==> config.mk <==
export PLATFORM = sky130hd
export DESIGN_NAME = modport_bridge
export DESIGN_NICKNAME = d
export VERILOG_FILES = /design/src/rtl/modport_bridge.sv
export SDC_FILE = /design/constraint.sdc
export NUM_CORES = 1
export LEC_CHECK = 0
export CORE_UTILIZATION = 45
export DETAILED_ROUTE_END_ITERATION = 7
export GPL_ROUTABILITY_DRIVEN = 0
export PLACE_DENSITY = 0.8
export SLEW_MARGIN = 30
export SYNTH_ARGS = -nofsm -noshare
export SYNTH_HDL_FRONTEND = slang
export SYNTH_SLANG_ARGS = --single-unit
==> constraint.sdc <==
create_clock -name clk -period 2.57 [get_ports clk]
set_clock_uncertainty 0.2 [all_clocks]
set_input_delay 0.514 -clock clk [delete_from_list [all_inputs] [get_ports clk]]
set_output_delay 0.514 -clock clk [all_outputs]
set_load 0.01 [all_outputs]
==> src/rtl/modport_bridge.sv <==
// modport_bridge: AHB-Lite slave to APB master bridge.
//
// Every sampled AHB beat (single or burst, NONSEQ or SEQ) becomes one APB
// SETUP/ENABLE transfer to one of four slaves in the 0x8000_0000-0x8FFF_FFFF
// window. The slave index is Haddr[27:26]. The master is held off through
// Hreadyout until the APB transfer for its beat reaches ENABLE.
//
// Optional feature: define MODPORT_BRIDGE_ERR_EN to answer active beats that
// fall outside the mapped window with a two-cycle AHB ERROR response. Without
// it those beats are dropped silently and Hresp stays OKAY.
module modport_bridge (
    input  logic        clk,
    input  logic        Hrstn,
    input  logic        Hwrite,
    input  logic [2:0]  Hsize,
    input  logic [1:0]  Htrans,
    input  logic        Hreadyin,
    input  logic [31:0] Haddr,
    input  logic [2:0]  Hburst,
    input  logic [31:0] Hwdata,
    output logic [31:0] Hrdata,
    output logic        Hreadyout,
    output logic [1:0]  Hresp,
    input  logic [31:0] Prdata,
    output logic [31:0] Paddr,
    output logic [31:0] Pwdata,
    output logic        Pwrite,
    output logic [3:0]  Pselx,
    output logic        Penable
);

    typedef enum logic [2:0] {
        ST_IDLE   = 3'd0,
        ST_WWAIT  = 3'd1,
        ST_SETUP  = 3'd2,
        ST_ENABLE = 3'd3,
        ST_ERR1   = 3'd4,
        ST_ERR2   = 3'd5
    } state_t;

    localparam logic [1:0] RESP_OKAY  = 2'b00;
    localparam logic [1:0] RESP_ERROR = 2'b01;

    state_t      state;
    logic [31:0] addr_q;
    logic [3:0]  sel_q;
    logic [31:0] rdata_q;

    logic        beat_active;
    logic        addr_mapped;
    logic        beat_valid;
    logic [3:0]  decoded_sel;

    // Transfer size, burst type and the SEQ/NONSEQ distinction do not change
    // how a beat is converted, so these inputs are deliberately left unused.
    logic unused_inputs;
    assign unused_inputs = ^{Hsize, Hburst, Htrans[0]};

    // A beat is live when the bus is ready and the transfer is NONSEQ or SEQ.
    assign beat_active = Hreadyin & Htrans[1];
    assign addr_mapped = (Haddr[31:28] == 4'h8);
    assign beat_valid  = beat_active & addr_mapped;

    // Slave select decode: one APB slave per 64 MB quarter of the window.
    always_comb begin
        decoded_sel = 4'b0000;
        case (Haddr[27:26])
            2'b00:   decoded_sel = 4'b0001;
            2'b01:   decoded_sel = 4'b0010;
            2'b10:   decoded_sel = 4'b0100;
            default: decoded_sel = 4'b1000;
        endcase
    end

`ifdef MODPORT_BRIDGE_ERR_EN
    logic       beat_unmapped;
    logic [1:0] resp_q;

    assign beat_unmapped = beat_active & ~addr_mapped;
    assign Hresp         = resp_q;
`else
    assign Hresp = RESP_OKAY;
`endif

    // Read data follows the APB slave during a read ENABLE so the master can
    // sample it at the end of that cycle; otherwise the last read is held.
    assign Hrdata = (state == ST_ENABLE && !Pwrite) ? Prdata : rdata_q;

    // Bridge FSM: new beats are only accepted while Hreadyout is high (IDLE
    // or ENABLE), which is what lets bursts run back-to-back without gaps.
    always_ff @(posedge clk) begin
        if (Hrstn) begin
            state     <= ST_IDLE;
            addr_q    <= 32'h0;
            sel_q     <= 4'b0000;
            rdata_q   <= 32'h0;
            Paddr     <= 32'h0;
            Pwdata    <= 32'h0;
            Pwrite    <= 1'b0;
            Pselx     <= 4'b0000;
            Penable   <= 1'b0;
            Hreadyout <= 1'b1;
`ifdef MODPORT_BRIDGE_ERR_EN
            resp_q    <= RESP_OKAY;
`endif
        end else begin
            case (state)
                ST_IDLE, ST_ENABLE: begin
                    Pselx     <= 4'b0000;
                    Penable   <= 1'b0;
                    Hreadyout <= 1'b1;
`ifdef MODPORT_BRIDGE_ERR_EN
                    resp_q    <= RESP_OKAY;
`endif
                    if (state == ST_ENABLE && !Pwrite) begin
                        rdata_q <= Prdata;
                    end
                    if (beat_valid) begin
                        addr_q    <= Haddr;
                        sel_q     <= decoded_sel;
                        Hreadyout <= 1'b0;
                        if (Hwrite) begin
                            state <= ST_WWAIT;
                        end else begin
                            state  <= ST_SETUP;
                            Pselx  <= decoded_sel;
                            Paddr  <= Haddr;
                            Pwrite <= 1'b0;
                        end
`ifdef MODPORT_BRIDGE_ERR_EN
                    end else if (beat_unmapped) begin
                        state     <= ST_ERR1;
                        resp_q    <= RESP_ERROR;
                        Hreadyout <= 1'b0;
`endif
                    end else begin
                        state <= ST_IDLE;
                    end
                end

                ST_WWAIT: begin
                    state  <= ST_SETUP;
                    Pwdata <= Hwdata;
                    Paddr  <= addr_q;
                    Pwrite <= 1'b1;
                    Pselx  <= sel_q;
                end

                ST_SETUP: begin
                    state     <= ST_ENABLE;
                    Penable   <= 1'b1;
                    Hreadyout <= 1'b1;
                end

`ifdef MODPORT_BRIDGE_ERR_EN
                ST_ERR1: begin
                    state     <= ST_ERR2;
                    Hreadyout <= 1'b1;
                end

                ST_ERR2: begin
                    state     <= ST_IDLE;
                    resp_q    <= RESP_OKAY;
                    Hreadyout <= 1'b1;
                end
`endif

                default: begin
                    state     <= ST_IDLE;
                    Pselx     <= 4'b0000;
                    Penable   <= 1'b0;
                    Hreadyout <= 1'b1;
                end
            endcase
        end
    end

    // APB protocol sanity: at most one slave selected, enable never repeats.
    a_sel_onehot0: assert property (@(posedge clk) disable iff (Hrstn)
        $onehot0(Pselx));
    a_enable_single: assert property (@(posedge clk) disable iff (Hrstn)
        !(Penable && $past(Penable)));

endmodule

# After elaboration in Yosys (flattened, before gate mapping)
# Index checks and enable logic that the tools add are counted.
totals:
  ff_bits: 142
  in_bits: 108
  output_inout_bits: 105
  elab_cells: 45
op_classes:
  n_eq_ne: 8
  mux: 17
  n_bitwise: 2
  n_reduce_logical: 8
ops:
  columns: ["op", "n"]
  rows:
  - ["32-bit 2-to-1 mux", 3]
  - ["32-bit one-hot mux with 2 select lines", 1]
  - ["4-bit one-hot mux with 3 select lines", 2]
  - ["3-bit one-hot mux with 3 select lines", 1]
  - ["4-bit 2-to-1 mux", 2]
  - ["3-bit by 2-bit equality test with 1-bit output (second input constant)", 2]
  - ["1-bit one-hot mux with 2 select lines", 3]
  - ["4-bit equality test (second input constant)", 1]
  - ["2-bit != test (second input constant)", 2]
  - ["3-bit by 1-bit equality test with 1-bit output (second input constant)", 1]
  - ["3-bit zero test", 1]
  - ["1-bit 2-to-1 mux", 3]
  - ["3-bit 2-to-1 mux", 1]
  - ["3-bit AND reduction", 1]
  - ["1-bit bitwise AND", 2]
  - ["2-bit by 1-bit equality test with 1-bit output (second input constant)", 1]
  - ["2-bit equality test (second input constant)", 1]
  - ["2-bit zero test", 1]
  - ["2-bit 2-to-1 mux", 1]
  - ["2-bit AND reduction", 1]
  - ["2-bit nonzero test", 1]
  - ["2-bit OR reduction", 1]
  - ["1-bit logical AND", 1]
  - ["1-bit zero test", 1]

# Logic depth before layout (Yosys ltp)
# Gate-level depths: netlist of the first run.
logic_depth:
  word_depth: 5
  ltp_mapped: 8
  depth_no_buf: 5

# Worst setup path before layout of the first run
# Ideal clock, no wire load.
synth_path:
  path_kind: "register to output"
  start: "register state[0]"
  end: "output Hrdata[23]"
  arrival_ns: 1.391
  t_required_ns: 1.856
  slack_ns: 0.465
  stages_incl_launch_ff: 6
  path_buffers: 2
  path_cell_list: "dfxtp_1 -> ha_1 -> nor2b_1 -> clkbuf_1 -> buf_2 -> mux2_1"
synth_via:
  elab_chain_len: 3
synth_lines:
  columns: ["element", "line", "rtl"]
  rows:
  - ["start, declared", "44", "state_t state;"]
  - ["start signal, assigned", "93", "state <= ST_IDLE;"]
  - ["start signal, assigned", "123", "state <= ST_WWAIT;"]
  - ["start signal, assigned", "125", "state <= ST_SETUP;"]
  - ["3-bit by 2-bit equality test with 1-bit output", "87", "assign Hrdata = (state == ST_ENABLE && !Pwrite) ? Prdata : rdata_q;"]
  - ["1-bit logical AND", "87", null]
  - ["32-bit 2-to-1 mux", null, null]
  - ["end, declared", "21", "output logic [31:0] Hrdata,"]
# No other way between the ends.

# Final worst setup path of the first run
layout_path:
  start: "register state[0]"
  end: "output Hrdata[3]"
# Same word-level chain as after synthesis.

==> summary.md, run 1 <==
| Metric | Value |
|---|---|
| Distinct cells, synth | `36` |
| Total routed wirelength | `17990 µm` |
| Final period utilization | `98.22%` |
| Leakage | `3.148 nW` |
| Max-slew violation count | `0` |
| Combinational Power Share | `7.9%` |
| Worst setup SP type | `register` |
| Setup violations, final | `0` |
| Wire length per cell | `17.59 µm` |
| Clock slew at reported path FFs | `50 ps` |
| CP max stage delay | `350 ps` |
| Layout area overhead | `53.63%` |
| Switching Share | `21.74%` |
| # diodes | `0` |
| Fin cells | `1023` |
| Reg2reg start | `state[0]$_SDFF_PP0_` |
| Fmax | `0.3962 GHz` |
| CP top delay family | `buffers and inverters` |
| Largest net degree at the start of global routing | `49` |
| TritonCTS clock tree | `built` |
| Count leader, synth | `dfxtp_1` |
| DRT antenna net count | `0` |
| Worst Tran Pin Value | `548.3 ps` |
| Launch point of the worst path | `state[0]$_SDFF_PP0_` |
| Synthesized flop and latch total | `141` |
| DRC viols | `0` |
| PortBufs | `203` |
| Syn_area_per_cell | `9.246 µm²` |
| Bufs and invs on worst path | `3` |
| Final nets | `949` |
| CORE AREA | `12820 µm²` |
| Crit path kind | `reg -> out` |
| WP depth | `6` |
| DR pass1 iterations | `7` |
| Sequential share of the synthesized area | `47.04%` |
| Initial core utilization | `46.79%` |
| Global-route wire length before repair | `28600 µm` |
| Chip width | `117.5 µm` |
| Final Hold Vio Count | `0` |
| Hold WC Path Type | `reg -> reg` |
| Vias in the first global route | `5705` |
| H-tree Lvls | `4` |
| Die H | `117.5 µm` |
| Status | `finished clean` |
| Post-layout min period | `2524 ps` |
| Share of layout cells above drive strength 1 | `16.33%` |
| Clk Tree Root Cell | `clkbuf_16` |
| Drt via density | `5.587` |
| Standard-cell row count | `41` |
| Cell count after synthesis | `649` |
| Max Cap Viol | `0` |
| Most used cell, CP | `buf_6` |
| CTS max path bufs | `2` |
| Power Internal | `0.004049 W` |
| Setup_tns | `0 ps` |
| Crit path DAT | `1810 ps` |
| Clock Power Share | `49.3%` |
| R2R Path End | `addr_q[5]$_SDFFE_PP0P_` |
| Synth Warn # | `0` |
| RSZ-0062 raised after global routing | `yes` |
| Top cells by count, synth | `dfxtp_1, a21oi_1, nand2_1, mux2i_1, a211oi_1` |
| Critical path fanouts, max | `8` |
| P_sw | `0.001125 W` |
| Leading area contributor after synthesis | `dfxtp_1` |
| Dpl cells | `982` |
| Crit-path cells | `ha_4 -> nor2b_4 -> buf_6 -> buf_12 -> mux2_4 -> buf_6` |
| Antenna violations before repair | `0` |
| CTS buffer count | `17` |
| Reg2Reg Depth | `8` |
| Synth top area share | `47.04%` |
| CP Capture Type | `output port` |
| Slew Limit Headroom | `63.45%` |
| Vias | `5715` |
| Slowest CP cell | `dfxtp_4` |
| GRT overflow | `0` |
| # fillers | `923` |
| Ranking of synthesized cells by area | `dfxtp_1, mux2i_1, a211oi_1` |
| Post-Syn Area | `6001 µm²` |
| Post-synth EDFFs | `0` |
| I/O pin total | `213` |
| Maximum vdd ir drop | `0.0004354 V` |
| Total GRT Usage | `25.90%` |
| Worst EP required | `1860 ps` |
| Worst hold slack | `254.3 ps` |
| Final Util | `71.88%` |
| DR iter-0 viols | `448` |
| CTS sink count | `141` |
| Async SR Flop Fraction | `0%` |
| Worst skew pair latency | `420 ps` |
| Reg power frac | `42.7%` |
| Reg2reg setup slack | `340 ps` |
| # hold bufs at CTS | `0` |
| Critical path endpoint | `Hrdata[3]` |
| Post-detail-place hpwl | `11310 µm` |
| Most common flop cell mapped by yosys | `dfxtp_1` |
| PwrDens | `561.2 nW/µm²` |
| Die area | `13800 µm²` |
## placed cells by master (no fill, tap or decap), types with 2 or more instances in the layout
| cell type | instances |
|---|---|
| a211oi_1 | 64 |
| a21oi_1 | 68 |
| a221oi_1 | 4 |
| and2_1 | 2 |
| buf_12 | 11 |
| buf_4 | 24 |
| buf_6 | 33 |
| bufinv_16 | 3 |
| clkbuf_16 | 17 |
| clkbuf_8 | 4 |
| clkdlybuf4s50_1 | 170 |
| clkinv_2 | 3 |
| clkinvlp_4 | 3 |
| conb_1 | 2 |
| dfxtp_1 | 139 |
| dfxtp_4 | 2 |
| ha_4 | 2 |
| inv_1 | 7 |
| mux2_4 | 32 |
| mux2i_1 | 65 |
| nand2_1 | 66 |
| nand3_1 | 4 |
| nand4_1 | 32 |
| nor2_1 | 35 |
| nor2b_1 | 3 |
| nor3b_1 | 3 |
| o21ai_0 | 33 |
## metal layers
layer  part of all wire [%]  global-route usage, %
met5                      0                      0
met1                     41                  30.99
met3                    6.3                  5.669
met2                     50                  43.64
met4                    3.1                  13.30
## cells by family (layout without fill, tap and decap cells)
family                   after synthesis  in the layout  share of synthesized area, %
AO/OA/AOI/OAI                        175            175                         17.85
AND/OR/NAND/NOR                      155            155                         12.39
flip-flops                           141            141                         47.04
multiplexers                          97             97                         16.85
buffers and inverters                 77            278                         5.192
adder cells (fa/ha/maj)                3              3                        0.6256
other                                  1              2                       0.06249
## through the flow
| stage | setup WS (ps) | area (µm²) | total power (W) |
|---|---|---|---|
| floorplan | 464.7 | 6005 | 0.002404 |
| global placement | 14.03 | 8284 | 0.002647 |
| detailed placement | -19.11 | 8284 | 0.002658 |
| CTS | -62.46 | 9239 | 0.005208 |
| global route | -16.23 | 9219 | 0.005331 |
| finish | 45.82 | 9219 | 0.005174 |
## how the worst min path moves through the flow
| stage | start | slack [ps] | end | cells past startpoint |
|---|---|---|---|---|
| after CTS | rdata_q[7]$_SDFFE_PP0N_ | 260 | rdata_q[7]$_SDFFE_PP0N_ | 2 |
| after floorplan | rdata_q[23]$_SDFFE_PP0N_ | 230 | rdata_q[23]$_SDFFE_PP0N_ | 2 |
| after global routing | rdata_q[23]$_SDFFE_PP0N_ | 270 | rdata_q[23]$_SDFFE_PP0N_ | 2 |
| after detailed placement | rdata_q[24]$_SDFFE_PP0N_ | 250 | rdata_q[24]$_SDFFE_PP0N_ | 2 |
| after global placement | rdata_q[24]$_SDFFE_PP0N_ | 240 | rdata_q[24]$_SDFFE_PP0N_ | 2 |
| final | rdata_q[4]$_SDFFE_PP0N_ | 250 | rdata_q[4]$_SDFFE_PP0N_ | 2 |
## final cells by class
cell class | count | area, µm² | share of cell area, %
timing repair buffer | 239 | 2501 | 27.13
tap | 172 | 215.2 | 2.334
sequential | 141 | 2830 | 30.70
clock inverter | 10 | 136.4 | 1.479
clock buffer | 22 | 484.2 | 5.252
multi-input combinational | 432 | 3025 | 32.82
inverter | 7 | 26.28 | 0.2850
## power groups by stage
stage / clock (W) / combinational, W / sequential [W]
floorplan: 0 / 0.000139 / 0.00226
global placement: 0 / 0.000388 / 0.00226
detailed placement: 0 / 0.000398 / 0.00226
CTS: 0.00259 / 0.000406 / 0.00221
global route: 0.00268 / 0.000435 / 0.00221
finish: 0.00255 / 0.000410 / 0.00221
## flip-flops by register name (all words and copies together) (netlist names)
register   cells
Pselx          4
Paddr         32
sel_q          4
Pwrite         1
Hreadyout      1
Pwdata        32
addr_q        32
rdata_q       32
state          2
Penable        1
## worst min-delay path: cells and delay by family, from the launching register on
| kind | cells | cell delay, ps |
|---|---|---|
| flip-flops | 1 | 310 |
| AND/OR/NAND/NOR | 1 | 50 |
| AO/OA/AOI/OAI | 1 | 50 |
## timing repair
action                     in CTS  in global routing
setup endpoints to repair      32                 32
resized for setup             201                  7
buffers inserted                7                  1
pin swaps                       1                  1
gates cloned                    3                  0
Note: power is estimated with default switching activity, not from simulation.
==> run 2: changes to the inputs <==
--- a/config.mk
+++ b/config.mk
@@ -5,10 +5,12 @@
 export SDC_FILE = /design/constraint.sdc
 export NUM_CORES = 1
 export LEC_CHECK = 0
+export CORE_MARGIN = 8
 export CORE_UTILIZATION = 45
 export DETAILED_ROUTE_END_ITERATION = 7
 export GPL_ROUTABILITY_DRIVEN = 0
 export PLACE_DENSITY = 0.8
+export REMOVE_ABC_BUFFERS = 1
 export SLEW_MARGIN = 30
 export SYNTH_ARGS = -nofsm -noshare
 export SYNTH_HDL_FRONTEND = slang
==> summary.md, run 2 (same netlist as run 1, synthesis figures left out) <==
| Metric | Value |
|---|---|
| Die area | `17290 µm²` |
| Cells on Worst Hold Path | `2` |
| Drt via density | `5.588` |
| Slew Limit Headroom | `58.69%` |
| Worst Tran Pin Value | `619.7 ps` |
| Post-layout min period | `2544 ps` |
| PwrDens | `563.8 nW/µm²` |
| Total routed wirelength | `19210 µm` |
| DRC viols | `0` |
| DP Area | `8270 µm²` |
| Final period utilization | `98.99%` |
| Final instance area | `9010 µm²` |
| GRT overflow | `0` |
| Chip width | `131.5 µm` |
| Standard-cell row count | `42` |
| Post-detail-place hpwl | `12660 µm` |
| Antenna violations before repair | `0` |
| CTS sink count | `141` |
| Leakage | `3.099 nW` |
| Met2 wire len | `9172 µm` |
| Initial core utilization | `45.68%` |
| CTS buffer count | `17` |
| Setup violations, final | `0` |
| Top sig layer | `met4` |
| Final nets | `946` |
| Worst skew pair latency | `410 ps` |
| Crit path DAT | `1830 ps` |
| Crit path kind | `reg -> out` |
| Die H | `131.5 µm` |
| DR iter-0 viols | `497` |
| Wire length per cell | `18.76 µm` |
| Fmax | `0.3931 GHz` |
| Status | `finished clean` |
| Worst EP required | `1860 ps` |
| Reg2Reg Depth | `8` |
| Clk Tree Root Cell | `clkbuf_16` |
| Commonest non-fill, non-tap cell in the layout | `clkdlybuf4s50_1` |
| Commonest cells after routing, fill and taps aside | `clkdlybuf4s50_1, dfxtp_1, a21oi_1` |
| Clock slew at reported path FFs | `50 ps` |
| PortBufs | `203` |
| DRT antenna net count | `0` |
| Max Cap Viol | `0` |
| # diodes | `0` |
| Vias in the first global route | `5860` |
| RSZ-0062 raised after global routing | `yes` |
| CTS max path bufs | `2` |
| Total GRT Usage | `21.36%` |
| Share of layout cells above drive strength 1 | `15.80%` |
| I/O pin total | `213` |
| Final Util | `68.58%` |
| Largest net degree at the start of global routing | `73` |
| Vias | `5722` |
| DR pass1 iterations | `4` |
| Hold WC Path Type | `reg -> reg` |
| Setup_tns | `0 ps` |
| H-tree Lvls | `4` |
| TritonCTS clock tree | `built` |
| Metal1 wirelength | `7912 µm` |
| Worst setup SP type | `register` |
| Maximum vdd ir drop | `0.0004331 V` |
| # hold bufs at CTS | `0` |
| DR WL met3 | `1924 µm` |
| CP Capture Type | `output port` |
| Final Hold Vio Count | `0` |
| Max-slew violation count | `0` |
| CORE AREA | `13140 µm²` |
| Design Power | `0.005080 W` |
| Layout area overhead | `50.15%` |
| Global-route wire length before repair | `30790 µm` |
| Critical path fanouts, max | `8` |
[run 2: cell count changes in the layout (fill, tap and decap cells not counted), moves of 2 or more]
cell and change:
mux2_2 +16, mux2_4 -16, buf_2 +13, buf_6 -12, buf_12 -4, clkbuf_1 +3, clkbuf_8 +2, clkinvlp_4 -2
dfxtp_2 +2, dfxtp_4 -2
[run 2: cell type report]
| type | instances | area (µm²) |
|---|---|---|
| fillers | 986 | 4128 |
| multi-input cells | 432 | 2967 |
| flip-flops and latches | 141 | 2825 |
| repair buffers | 236 | 2371 |
| clock buffers | 27 | 523.0 |
| well taps | 176 | 220.2 |
| clock inverters | 5 | 77.57 |
| inverters | 7 | 26.28 |
[run 2: worst paths after layout]
kind / from / end / slack (ps)
worst max register to register: state[0]$_SDFF_PP0_ / addr_q[13]$_SDFFE_PP0P_ / 230
worst max-delay path: state[0]$_SDFF_PP0_ / Hrdata[22] / 30
worst min-delay path: rdata_q[20]$_SDFFE_PP0N_ / rdata_q[20]$_SDFFE_PP0N_ / 250
worst min register to register: rdata_q[20]$_SDFFE_PP0N_ / rdata_q[20]$_SDFFE_PP0N_ / 250
[run 2: routing by layer]
layer | vias to the layer above | track usage (%)
met1 | 2740 | 25.71
met3 | 18 | 8.575
met2 | 253 | 34.43
met4 | 0 | 6.254
li1 | 2711 | -
met5 | - | 0
[run 2: stage by stage]
stage	hold WS [ps]	instances	worst slack [ps]
2_1_floorplan	226.1	580	-2504
3_5_place_dp	243.8	985	-59.94
5_1_grt	265.9	1024	-37.77
4_1_cts	253.7	1024	14.06
6_report	248.2	1024	25.84
3_3_place_gp	239.1	985	28.26
[run 2: worst max-delay path: stages (launching register included)]
cell and delay [ps]:
dfxtp_2 350, ha_4 130, nor2b_4 180, buf_6 150, buf_16 140, mux2_2 350
buf_6 120
[run 2: what timing repair did]
action                     CTS  global route
pin swaps                    1             1
cloned                       3             0
resized for setup          140            33
setup endpoints to repair   32            31
buffers inserted             4             1
[run 2: where the power goes]
part           switching [W]  internal, W  leakage, nW  total, W
registers         0.00000994      0.00220         1.14   0.00221
logic               0.000188     0.000218         1.67  0.000406
clock network       0.000877      0.00158        0.294   0.00246
total                0.00108      0.00401         3.10   0.00508
==> run 3: changes to the inputs <==
--- a/config.mk
+++ b/config.mk
@@ -5,6 +5,7 @@
 export SDC_FILE = /design/constraint.sdc
 export NUM_CORES = 1
 export LEC_CHECK = 0
+export CORE_ASPECT_RATIO = 0.9
 export CORE_MARGIN = 8
 export CORE_UTILIZATION = 45
 export DETAILED_ROUTE_END_ITERATION = 7
==> summary.md, run 3 (same netlist as run 1, synthesis figures left out) <==
| Metric | Value |
|---|---|
| Power Internal | `0.004315 W` |
| Pre-CTS WS | `-13.57 ps` |
| CORE AREA | `13210 µm²` |
| PortBufs | `203` |
| Global-route wire length before repair | `31220 µm` |
| Die H | `125.6 µm` |
| Final Hold Vio Count | `0` |
| Status | `finished clean` |
| Worst hold slack | `254.0 ps` |
| RSZ-0062 raised after global routing | `yes` |
| # diodes | `0` |
| Share of layout cells above drive strength 1 | `16.16%` |
| Fmax | `0.3931 GHz` |
| CTS sink count | `141` |
| Crit path kind | `reg -> out` |
| Fin worst setup slack | `26.08 ps` |
| CP Capture Type | `output port` |
| Post-layout min period | `2544 ps` |
| Clk Tree Root Cell | `clkbuf_16` |
| Final period utilization | `98.99%` |
| PwrDens | `590.6 nW/µm²` |
| Hold WC Path Type | `reg -> reg` |
| DRC viols | `0` |
| Leakage | `3.147 nW` |
| Wire length per cell | `19.51 µm` |
| Switching Share | `20.39%` |
| CTS buffer count | `17` |
| Worst skew pair latency | `410 ps` |
| Maximum vdd ir drop | `0.0005061 V` |
| Commonest non-fill, non-tap cell in the layout | `clkdlybuf4s50_1` |
| Layout area overhead | `52.96%` |
| Die area | `17290 µm²` |
| I/O pin total | `213` |
| Post-detail-place hpwl | `12670 µm` |
| Commonest cells after routing, fill and taps aside | `clkdlybuf4s50_1, dfxtp_1, a21oi_1` |
| Initial core utilization | `45.42%` |
| GRT overflow | `0` |
| Vias in the first global route | `6004` |
| Drt via density | `5.680` |
| Clock Power Share | `51.6%` |
| Crit path DAT | `1830 ps` |
| TritonCTS clock tree | `built` |
| Total routed wirelength | `19820 µm` |
| Chip width | `137.7 µm` |
| Clock slew at reported path FFs | `60 ps` |
| Final nets | `947` |
| Worst setup SP type | `register` |
| Worst Tran Pin Value | `594.6 ps` |
| Max-slew violation count | `0` |
| DR iter-0 viols | `406` |
| Slew Limit Headroom | `60.36%` |
| Total GRT Usage | `22.34%` |
| Vias | `5771` |
| Reg power frac | `40.8%` |
| Setup violations, final | `0` |
| Antenna violations before repair | `0` |
| P_sw | `0.001106 W` |
| Design Power | `0.005421 W` |
| # hold bufs at CTS | `0` |
| H-tree Lvls | `4` |
| Largest net degree at the start of global routing | `73` |
| DR pass1 iterations | `5` |
| Worst EP required | `1860 ps` |
| Standard-cell row count | `40` |
| DRT antenna net count | `0` |
| Max Cap Viol | `0` |
| CTS max path bufs | `2` |
| Critical path fanouts, max | `8` |
| Combinational Power Share | `7.5%` |
run 3: cell types whose count changed in the layout (fill, tap and decap cells not counted), moves of 2 or more:
cell / change
buf_12: +2
buf_16: -2
buf_2: -10
buf_6: +10
bufinv_16: +4
clkbuf_1: -3
clkbuf_8: -3
mux2_2: -12
mux2_4: +12
run 3: final timing paths:
check	slack, ps	to	cells after the start	from
setup / recovery	30	Hrdata[2]	6	state[1]$_SDFF_PP0_
hold / removal	250	rdata_q[15]$_SDFFE_PP0N_	2	rdata_q[15]$_SDFFE_PP0N_
setup reg to reg	150	Pselx[3]$_SDFFE_PP0P_	7	state[0]$_SDFF_PP0_
hold reg to reg	250	rdata_q[15]$_SDFFE_PP0N_	2	rdata_q[15]$_SDFFE_PP0N_
run 3: critical path: stages, from the launching register on:
cell	delay (ps)
dfxtp_2	350
ha_4	130
nor2b_4	220
buf_6	150
buf_12	140
mux2_4	310
buf_6	130
run 3: timing repair:
item | CTS | global route
pin swaps | 1 | 0
setup endpoints to repair | 32 | 31
gates resized for setup | 188 | 14
gates cloned | 3 | 0
setup buffers | 11 | 0
run 3: area by class of cell:
type | instances | area [µm²]
clock buffers | 21 | 470.5
clock inverters | 10 | 209.0
fillers | 983 | 4034
inverters | 7 | 26.28
multi-input cells | 432 | 3012
flip-flops and latches | 141 | 2828
well taps | 168 | 210.2
repair buffers | 237 | 2424
run 3: metal layers:
metal	vias to the layer above	part of all wire [%]	global-route usage [%]
met3	25	11	9.087
met4	0	1.5	6.001
met5	-	0	0
met2	266	48	36.83
met1	2764	40	26.10
li1	2716	-	-
run 3: power groups by stage:
stage,combinational (W),clock [W],sequential [W]
global route,0.000434,0.00295,0.00221
CTS,0.000404,0.00285,0.00221
global placement,0.000387,0,0.00226
detailed placement,0.000396,0,0.00226
floorplan,0.000102,0,0.00226
finish,0.000409,0.00280,0.00221
run 3: through the flow:
stage                     utilization (%)  setup TNS [ps]  instance area (µm²)  std cells
after CTS                           70.01           -1439                 9250       1020
after global routing                69.47          -594.5                 9179       1016
after detailed placement            62.41          -43.57                 8245        975
after global placement              62.40               0                 8244        975
final                               69.47               0                 9179       1016
after floorplan                         -         -141950                 5719        580
